--- config.mk ---
export PLATFORM = sky130hd
export DESIGN_NAME = stove_button_conditioner
export DESIGN_NICKNAME = d
export VERILOG_FILES = /design/src/rtl/stove_button_conditioner_pkg.sv /design/src/rtl/button_channel.sv /design/src/rtl/stove_button_conditioner.sv
export SDC_FILE = /design/constraint.sdc
export NUM_CORES = 1
export LEC_CHECK = 0
export ABC_CLOCK_PERIOD_IN_PS = 2590
export BUFFER_PORTS_ARGS = -buffer_cell sky130_fd_sc_hd__buf_4
export CAP_MARGIN = 20
export CORE_AREA = 3 3 104 205
export DETAILED_ROUTE_END_ITERATION = 8
export DIE_AREA = 0 0 107 208
export GPL_ROUTABILITY_DRIVEN = 0
export PLACE_DENSITY_LB_ADDON = 0.15
export SLEW_MARGIN = 20
export SYNTH_ARGS = -nofsm -noshare
export SYNTH_HDL_FRONTEND = slang
export SYNTH_HIERARCHICAL = 1
export SYNTH_SLANG_ARGS = --single-unit
--- constraint.sdc ---
create_clock -name clk -period 2.59 [get_ports clk]
set_clock_uncertainty 0.2 [all_clocks]
set_input_delay 0.3885 -clock clk [delete_from_list [all_inputs] [get_ports clk]]
set_output_delay 0.3885 -clock clk [all_outputs]
set_load 0.01 [all_outputs]
--- src/rtl/stove_button_conditioner_pkg.sv ---
// Shared definitions for the stove push-button front end: channel indices,
// default repeat mask, channel FSM states and counter-width helpers.
package stove_button_conditioner_pkg;

    localparam int unsigned BTN_POWER  = 0;
    localparam int unsigned BTN_SURF_A = 1;
    localparam int unsigned BTN_SURF_B = 2;
    localparam int unsigned BTN_INC    = 3;
    localparam int unsigned BTN_DEC    = 4;
    localparam int unsigned BTN_COUNT  = 5;

    localparam logic [BTN_COUNT-1:0] BTN_REPEAT_DEFAULT = 5'b11000;

    typedef enum logic [1:0] {
        ST_RELEASED,
        ST_HELD,
        ST_REPEATING
    } btn_state_t;

    function automatic int unsigned max2(input int unsigned a, input int unsigned b);
        return (a > b) ? a : b;
    endfunction

    // Counters compare against n-1, so $clog2(n) bits suffice; never below 1 bit.
    function automatic int unsigned cnt_width(input int unsigned n);
        return (n < 2) ? 1 : $clog2(n);
    endfunction

endpackage

--- src/rtl/button_channel.sv ---
// One button: 2-FF synchronizer, debounce filter and press/auto-repeat FSM
// producing a registered single-cycle pulse and a debounced level.
module button_channel
    import stove_button_conditioner_pkg::*;
#(
    parameter int unsigned DEBOUNCE_CYCLES = 500000,
    parameter logic        RAW_ACTIVE_LOW  = 1'b1,
    parameter logic        REPEAT_EN       = 1'b0,
    parameter int unsigned REPEAT_DELAY    = 25000000,
    parameter int unsigned REPEAT_PERIOD   = 10000000
) (
    input  logic clk,
    input  logic async_reset,
    input  logic i_raw,
    output logic o_pulse,
    output logic o_level
);

    localparam int unsigned DB_W = cnt_width(DEBOUNCE_CYCLES);
    localparam int unsigned RP_W = cnt_width(max2(REPEAT_DELAY, REPEAT_PERIOD));
    localparam logic [DB_W-1:0] DB_LAST     = DB_W'(DEBOUNCE_CYCLES - 1);
    localparam logic [RP_W-1:0] DELAY_LAST  = RP_W'(REPEAT_DELAY - 1);
    localparam logic [RP_W-1:0] PERIOD_LAST = RP_W'(REPEAT_PERIOD - 1);

    logic            r_meta;
    logic            r_sync;
    logic [DB_W-1:0] r_db_cnt;
    logic            r_level;
    logic [RP_W-1:0] r_rcnt;
    logic            r_pulse;
    btn_state_t      r_state;

    logic w_sync;
    logic w_flip;
    logic w_rise;
    logic w_fall;

    assign w_sync = r_sync ^ RAW_ACTIVE_LOW;
    assign w_flip = (w_sync != r_level) && (r_db_cnt == DB_LAST);
    assign w_rise = w_flip && !r_level;
    assign w_fall = w_flip && r_level;

    always_ff @(posedge clk or negedge async_reset) begin
        if (!async_reset) begin
            r_meta <= RAW_ACTIVE_LOW;
            r_sync <= RAW_ACTIVE_LOW;
        end else begin
            r_meta <= i_raw;
            r_sync <= r_meta;
        end
    end

    always_ff @(posedge clk or negedge async_reset) begin
        if (!async_reset) begin
            r_db_cnt <= '0;
            r_level  <= 1'b0;
        end else if (w_sync == r_level) begin
            r_db_cnt <= '0;
        end else if (w_flip) begin
            r_db_cnt <= '0;
            r_level  <= ~r_level;
        end else begin
            r_db_cnt <= r_db_cnt + 1'b1;
        end
    end

    // Edges are taken from the debounce flip condition, so the press pulse
    // lands in the same cycle that o_level first reads high.
    always_ff @(posedge clk or negedge async_reset) begin
        if (!async_reset) begin
            r_state <= ST_RELEASED;
            r_rcnt  <= '0;
            r_pulse <= 1'b0;
        end else begin
            r_pulse <= 1'b0;
            if (w_fall) begin
                r_state <= ST_RELEASED;
                r_rcnt  <= '0;
            end else begin
                case (r_state)
                    ST_RELEASED: begin
                        r_rcnt <= '0;
                        if (w_rise) begin
                            r_state <= ST_HELD;
                            r_pulse <= 1'b1;
                        end
                    end
                    ST_HELD: begin
                        if (REPEAT_EN) begin
                            if (r_rcnt == DELAY_LAST) begin
                                r_state <= ST_REPEATING;
                                r_pulse <= 1'b1;
                                r_rcnt  <= '0;
                            end else begin
                                r_rcnt <= r_rcnt + 1'b1;
                            end
                        end
                    end
                    ST_REPEATING: begin
                        if (r_rcnt == PERIOD_LAST) begin
                            r_pulse <= 1'b1;
                            r_rcnt  <= '0;
                        end else begin
                            r_rcnt <= r_rcnt + 1'b1;
                        end
                    end
                    default: begin
                        r_state <= ST_RELEASED;
                        r_rcnt  <= '0;
                    end
                endcase
            end
        end
    end

    assign o_pulse = r_pulse;
    assign o_level = r_level;

endmodule

--- src/rtl/stove_button_conditioner.sv ---
// Conditions the raw DE0 push-buttons into clean single-cycle command pulses
// and debounced levels, one independent button_channel per button.
module stove_button_conditioner
    import stove_button_conditioner_pkg::*;
#(
    parameter int unsigned          N_BUTTONS       = BTN_COUNT,
    parameter int unsigned          DEBOUNCE_CYCLES = 500000,
    parameter logic                 RAW_ACTIVE_LOW  = 1'b1,
    parameter logic [N_BUTTONS-1:0] REPEAT_MASK     = N_BUTTONS'(BTN_REPEAT_DEFAULT),
    parameter int unsigned          REPEAT_DELAY    = 25000000,
    parameter int unsigned          REPEAT_PERIOD   = 10000000
) (
    input  logic                 clk,
    input  logic                 async_reset,
    input  logic [N_BUTTONS-1:0] btn_raw,
    output logic [N_BUTTONS-1:0] btn_pulse,
    output logic [N_BUTTONS-1:0] btn_level
);

    for (genvar g = 0; g < N_BUTTONS; g++) begin : g_chan
        button_channel #(
            .DEBOUNCE_CYCLES (DEBOUNCE_CYCLES),
            .RAW_ACTIVE_LOW  (RAW_ACTIVE_LOW),
            .REPEAT_EN       (REPEAT_MASK[g]),
            .REPEAT_DELAY    (REPEAT_DELAY),
            .REPEAT_PERIOD   (REPEAT_PERIOD)
        ) u_chan (
            .clk         (clk),
            .async_reset (async_reset),
            .i_raw       (btn_raw[g]),
            .o_pulse     (btn_pulse[g]),
            .o_level     (btn_level[g])
        );
    end

endmodule
==> results_dict.tcl, run 1 <==
set metrics [dict create \
    final-max-slew-violation-count 0 \
    reg2reg_depth 7 \
    path_class "flip-flop to flip-flop" \
    core_area_um2 20000 \
    grt_pass1_vias 6441 \
    fillers 1879 \
    dpl.hpwl_mm 12.14 \
    crit_slowest_cell "or4_1" \
    synth_nets 893 \
    instances_no_fill 1181 \
    grt_use_total 0.1676 \
    fin_setup_tns_ns 0 \
    fp.dieH_um 208 \
    async_flop_share 1.000 \
    grt_overflow_total 0 \
    row_count 73 \
    die-area_um2 22260 \
    synth_area_um2 8847 \
    final_core_util 0.4976 \
    synth_cell_types 58 \
    portBuffers 16 \
    hold_depth 0 \
    ios 17 \
    clock_path_buffers 2 \
    p_total_mw 5.640 \
    vias 6212 \
    avgSynthCellArea_um2 10.18 \
    cts_made_buffers 17 \
    diodes 0 \
    holdCritPathClass "flip-flop to flip-flop" \
    required_ns 2.71 \
    clk_pin_slew_ns 0.06 \
    synth_ff_type "dfrtp_1" \
    drtIter0Drc 227 \
    wl_mm 17.12 \
    cts_tree "built" \
    hold_viol_final 0 \
    syn_inst 869 \
    ant_nets 0 \
    max-cap-violations 0 \
    worstSetupEndpointType "flip-flop" \
    p_per_area_nw_per_um2 566.6 \
    placed_cells 1143 \
    period_share 0.9278 \
    die_w_um 107 \
    crit_fanout 24 \
    setup_viol 0 \
    grt_max_degree 49 \
    insertion_delay_ns 0.44 \
    dr.pass1.iters 4 \
    max_freq_ghz 0.4162 \
    via_per_inst 5.260 \
    synthToLayoutAreaGrowth_pct 12.50 \
    grt_pass1_wl_mm 30.25 \
    tightest_slew_ns 0.5808 \
    seq_area_frac_synth 0.4879 \
    clkSinkCount 172 \
    outcome "finished, final reports clean" \
    htree_levels 4 \
    ys_warn_count 6 \
    wl_per_cell_um 14.50 \
    critical_path_arrival_ns 2.52 \
    synth_seq_cells 172 \
    worstSetupStartpointType "flip-flop" \
    max_slew_margin 0.6098 \
    rsz0062_at_grt "false" \
    fin_crit_ns 2.403 \
    drive_gt1_frac 0.1458 \
    peakVddDrop_uv 439.1 \
    antenna_found_initial 0 \
    synth_edf_count 0 \
    cts-root-buf "clkbuf_16" \
    p_leak_nw 3.957 \
    start_util 0.4423 \
    max_stage_delay_ns 0.61 \
    drc 0 \
    fin_nets 930 \
    worstPathCellList "ha_1 -> nand2_1 -> or4_1 -> o41ai_1 -> a221o_2 -> buf_12 -> nor2_1" \
]
[report_power, final]
part / total [mW] / switching, mW / internal (mW)
clock: 2.74 / 1.03 / 1.70
combinational: 0.155 / 0.105 / 0.0495
sequential: 2.75 / 0.0295 / 2.72
total: 5.64 / 1.17 / 4.47
[worst max-delay path: cells and delay by family (launching register included)]
kind / cells / cell delay [ns]
AO/OA/AOI/OAI: 2 / 0.63
adder cells (fa/ha/maj): 1 / 0.17
buffers and inverters: 1 / 0.17
flip-flops: 1 / 0.38
AND/OR/NAND/NOR: 3 / 0.75
[layout by cell type (no fill, tap or decap), drive strengths merged, types with 4 or more instances in the layout]
cell type and count:
o31ai 5, nand3 53, or2 4, bufinv 5, clkbuf 19, buf 35
clkinv 6, or4b 5, and4 10, dfrtp 162, nor2 163, nor4bb 5
and3 10, dfstp 10, nand2 51, nand3b 4, xor2 64, o21ai 6
or3 6, inv 32, a21oi 8, or4 8, dlygate4sd3 6, nand4 48
nand4b 5, a21o 5, mux2i 4, xnor2 71, nor4 28, nor3 31
ha 17, a211oi 4
[cells in the mapped netlist, types with 10 or more instances]
master	number	area share
dfstp_2	10	0.030
and4_1	10	0.0099
nand4_1	41	0.029
buf_6	10	0.013
xor2_1	64	0.063
nor2_1	136	0.058
nor4_1	23	0.016
inv_1	32	0.014
xnor2_1	71	0.070
ha_1	17	0.024
nand3_1	50	0.028
nor2_2	27	0.019
and3_1	10	0.0071
nand2_1	51	0.022
nor3_1	31	0.018
dfrtp_1	162	0.46
[metal layers]
layer  GRT usage  vias to the layer above  wire length, um
li1            -                     3092                -
met1      0.1859                     3032             6959
met2      0.3039                       60             9440
met3     0.03446                       28              330
met4     0.07285                        0              391
met5           0                        -                0
[area by class of cell]
type / count / area, um^2 / share of cell area
clock buffer: 19 / 432.9 / 0.04349
tap: 262 / 327.8 / 0.03294
sequential: 172 / 4317 / 0.4337
timing repair buffer: 41 / 364.1 / 0.03658
clock inverter: 13 / 198.9 / 0.01999
multi-input combinational: 642 / 4193 / 0.4212
inverter: 32 / 120.1 / 0.01207
[cell families after synthesis]
logic type | synth area share
muxes | 0.004526
DFF | 0.4879
xor gates and xnor gates | 0.1336
and+or+nand+nor | 0.2773
adders and majority gates | 0.02404
AOI/OAI and AO/OA | 0.03437
buffers and inverters | 0.03818
[metrics by stage]
stage	hold slack [ns]	setup WS (ns)	instance area (um^2)
6_report	0.1552	0.1870	9953
2_1_floorplan	-0.1071	0.2782	8847
4_1_cts	0.1567	0.1628	9953
3_5_place_dp	0.1472	0.1825	9261
3_3_place_gp	0.1455	0.2316	9261
5_1_grt	0.1575	0.03792	9953
[final timing paths]
check                      slack (ns)                            startpoint                                 endpoint
max                              0.19  g_chan[3].u_chan/r_rcnt[0]$_DFF_PN0_     g_chan[3].u_chan/r_rcnt[7]$_DFF_PN0_
min                              0.16     g_chan[2].u_chan/r_meta$_DFF_PN1_        g_chan[2].u_chan/r_sync$_DFF_PN1_
min reg2reg                      0.16     g_chan[2].u_chan/r_meta$_DFF_PN1_        g_chan[2].u_chan/r_sync$_DFF_PN1_
min in group asynchronous        0.24                           async_reset  g_chan[2].u_chan/r_db_cnt[15]$_DFF_PN0_
max reg2reg                      0.19  g_chan[3].u_chan/r_rcnt[0]$_DFF_PN0_     g_chan[3].u_chan/r_rcnt[7]$_DFF_PN0_
max in group asynchronous        1.21                           async_reset        g_chan[4].u_chan/r_meta$_DFF_PN1_
[state kept, by name (all words and copies together) (netlist names)]
| name | count |
|---|---|
| g_chan.u_chan/r_sync | 5 |
| g_chan.u_chan/r_rcnt | 50 |
| g_chan.u_chan/o_pulse | 5 |
| g_chan.u_chan/o_level | 5 |
| g_chan.u_chan/r_db_cnt | 95 |
| g_chan.u_chan/r_state | 7 |
| g_chan.u_chan/r_meta | 5 |
[repair_timing]
action                                 4_1_cts  5_1_grt
hold buffers                                 6        0
resized for setup                            0        0
setup buffers                                0        0
endpoints found under the hold margin       46        0
Power figures use the tool's default switching activity.
==> inputs of run 2 (changes only) <==
Settings changed: CORE_AREA 3 3 104 205 to 3 3 136 138, DIE_AREA 0 0 107 208 to 0 0 139 141.
==> results_dict.tcl, run 2 (same netlist as run 1, synthesis figures left out) <==
set metrics [dict create \
    outcome "finished, final reports clean" \
    crit_start "g_chan[3].u_chan/r_rcnt[0]$_DFF_PN0_" \
    portBuffers 16 \
    largest_register_ffs 95 \
    crit_cells 7 \
    fin_ws_ns 0.1720 \
    reg2reg_depth 7 \
    die-area_um2 19600 \
    drc 0 \
    crit_slowest_cell "or4_1" \
    p_total_mw 5.583 \
    rsz0062_at_grt "false" \
    grt_max_degree 58 \
    biggestRegsByFlops "g_chan.u_chan/r_db_cnt x95, g_chan.u_chan/r_rcnt x50, g_chan.u_chan/r_state x7" \
    worstPathCellList "ha_1 -> nand2_1 -> or4_1 -> o41ai_2 -> a221o_2 -> buf_12 -> nor2_1" \
    timing.rr.start "g_chan[3].u_chan/r_rcnt[0]$_DFF_PN0_" \
    fp.dieH_um 141 \
    fin_nets 929 \
    required_ns 2.70 \
    max_slew_margin 0.5575 \
    dr.pass1.iters 5 \
    vias 6212 \
    cts_tree "built" \
    path_buf_inv 1 \
    drive_gt1_frac 0.1471 \
    hold_depth 0 \
    largest_register "g_chan.u_chan/r_db_cnt" \
    grt_use_total 0.1748 \
    p_per_area_nw_per_um2 563.9 \
    peakVddDrop_uv 524.1 \
    drtIter0Drc 303 \
    wl_mm 16.18 \
    row_count 48 \
    final-max-slew-violation-count 0 \
    htree_levels 4 \
    core_area_um2 17300 \
    mostFrequentLayoutCell "dfrtp_1" \
    worstSetupStartpointType "flip-flop" \
    pre_cts_ws_ns 0.1323 \
    fillers 1504 \
    tightest_slew_ns 0.6577 \
    holdCritPathClass "flip-flop to flip-flop" \
    crit_fanout 18 \
    clkSinkCount 172 \
    ant_nets 0 \
    diodes 0 \
    critical_path_arrival_ns 2.53 \
    synthToLayoutAreaGrowth_pct 11.89 \
    fin_setup_tns_ns 0 \
    final_core_util 0.5723 \
    clk_pin_slew_ns 0.07 \
    clock_path_buffers 2 \
    ios 17 \
    fin_crit_ns 2.418 \
    cp_top_family "simple AND/OR/NAND/NOR gates" \
    hold_path.startpoint "g_chan[4].u_chan/r_meta$_DFF_PN1_" \
    start_util 0.5115 \
    hold_viol_final 0 \
    insertion_delay_ns 0.42 \
    via_per_inst 5.435 \
    setup_viol 0 \
    die_w_um 139 \
    p_leak_nw 3.939 \
    max_stage_delay_ns 0.58 \
    period_share 0.9336 \
    grt_pass1_vias 6112 \
    antenna_found_initial 0 \
    worstSetupEndpointType "flip-flop" \
    dpl.hpwl_mm 11.06 \
    cts-root-buf "clkbuf_16" \
    grt_pass1_wl_mm 28.70 \
    path_class "flip-flop to flip-flop" \
    grt_overflow_total 0 \
    cts_made_buffers 17 \
    max-cap-violations 0 \
    max_freq_ghz 0.4136 \
    layout_common_cells "162 x dfrtp_1, 136 x nor2_1, 71 x xnor2_1" \
    wl_per_cell_um 14.15 \
]
run 2: through the flow:
step | instances | hold slack [ns] | area, um^2
2_1_floorplan | 869 | -0.1071 | 8847
3_3_place_gp | 1103 | 0.1456 | 9193
3_5_place_dp | 1103 | 0.1468 | 9193
4_1_cts | 1141 | 0.1571 | 9877
5_1_grt | 1143 | 0.1593 | 9899
6_report | 1143 | 0.1562 | 9899
run 2: what timing repair did:
action                                  CTS  global route
endpoints found under the setup margin    0            18
hold buffers                              6             0
gates resized for setup                   0             1
hold endpoints to repair                 56             0
setup buffers                             0             2
run 2: power breakdown:
group / switching, mW / internal [mW] / total [mW] / leakage (nW)
registers: 0.0286 / 2.72 / 2.75 / 2.36
logic: 0.102 / 0.0493 / 0.151 / 1.29
clock network: 1.06 / 1.62 / 2.68 / 0.293
run 2: worst register-to-register path: cells and delay by family (launching register included):
| family | cells | cell delay [ns] |
|---|---|---|
| and+or+nand+nor | 3 | 0.71 |
| adders and majority gates | 1 | 0.18 |
| buffers and inverters | 1 | 0.17 |
| DFF | 1 | 0.39 |
| AOI/OAI and AO/OA | 2 | 0.66 |
run 2: layer usage:
layer	vias to the layer above	part of all wire	track usage
met3	18	0.029	0.03731
met2	96	0.48	0.2767
met4	0	0.014	0.06437
met1	3021	0.48	0.2395
li1	3077	-	-
met5	-	0	0
run 2: worst paths after layout:
kind / endpoint / slack (ns)
worst min register to register: g_chan[4].u_chan/r_sync$_DFF_PN1_ / 0.16
worst min-delay path: g_chan[4].u_chan/r_sync$_DFF_PN1_ / 0.16
worst max register to register: g_chan[3].u_chan/r_rcnt[3]$_DFF_PN0_ / 0.17
min in group asynchronous: g_chan[3].u_chan/r_rcnt[18]$_DFF_PN0_ / 0.27
worst max-delay path: g_chan[3].u_chan/r_rcnt[3]$_DFF_PN0_ / 0.17
max in group asynchronous: g_chan[4].u_chan/r_meta$_DFF_PN1_ / 1.18
run 2: layout make-up:
cell class                      count  area, um^2  share of cell area
Timing Repair Buffer               40       356.6             0.03602
Tap cell                          225       281.5             0.02844
Inverter                           32       120.1             0.01213
Clock buffer                       18       429.2             0.04335
Multi-Input combinational cell    642        4200              0.4243
Clock inverter                     14       195.2             0.01972
Sequential cell                   172        4317              0.4360
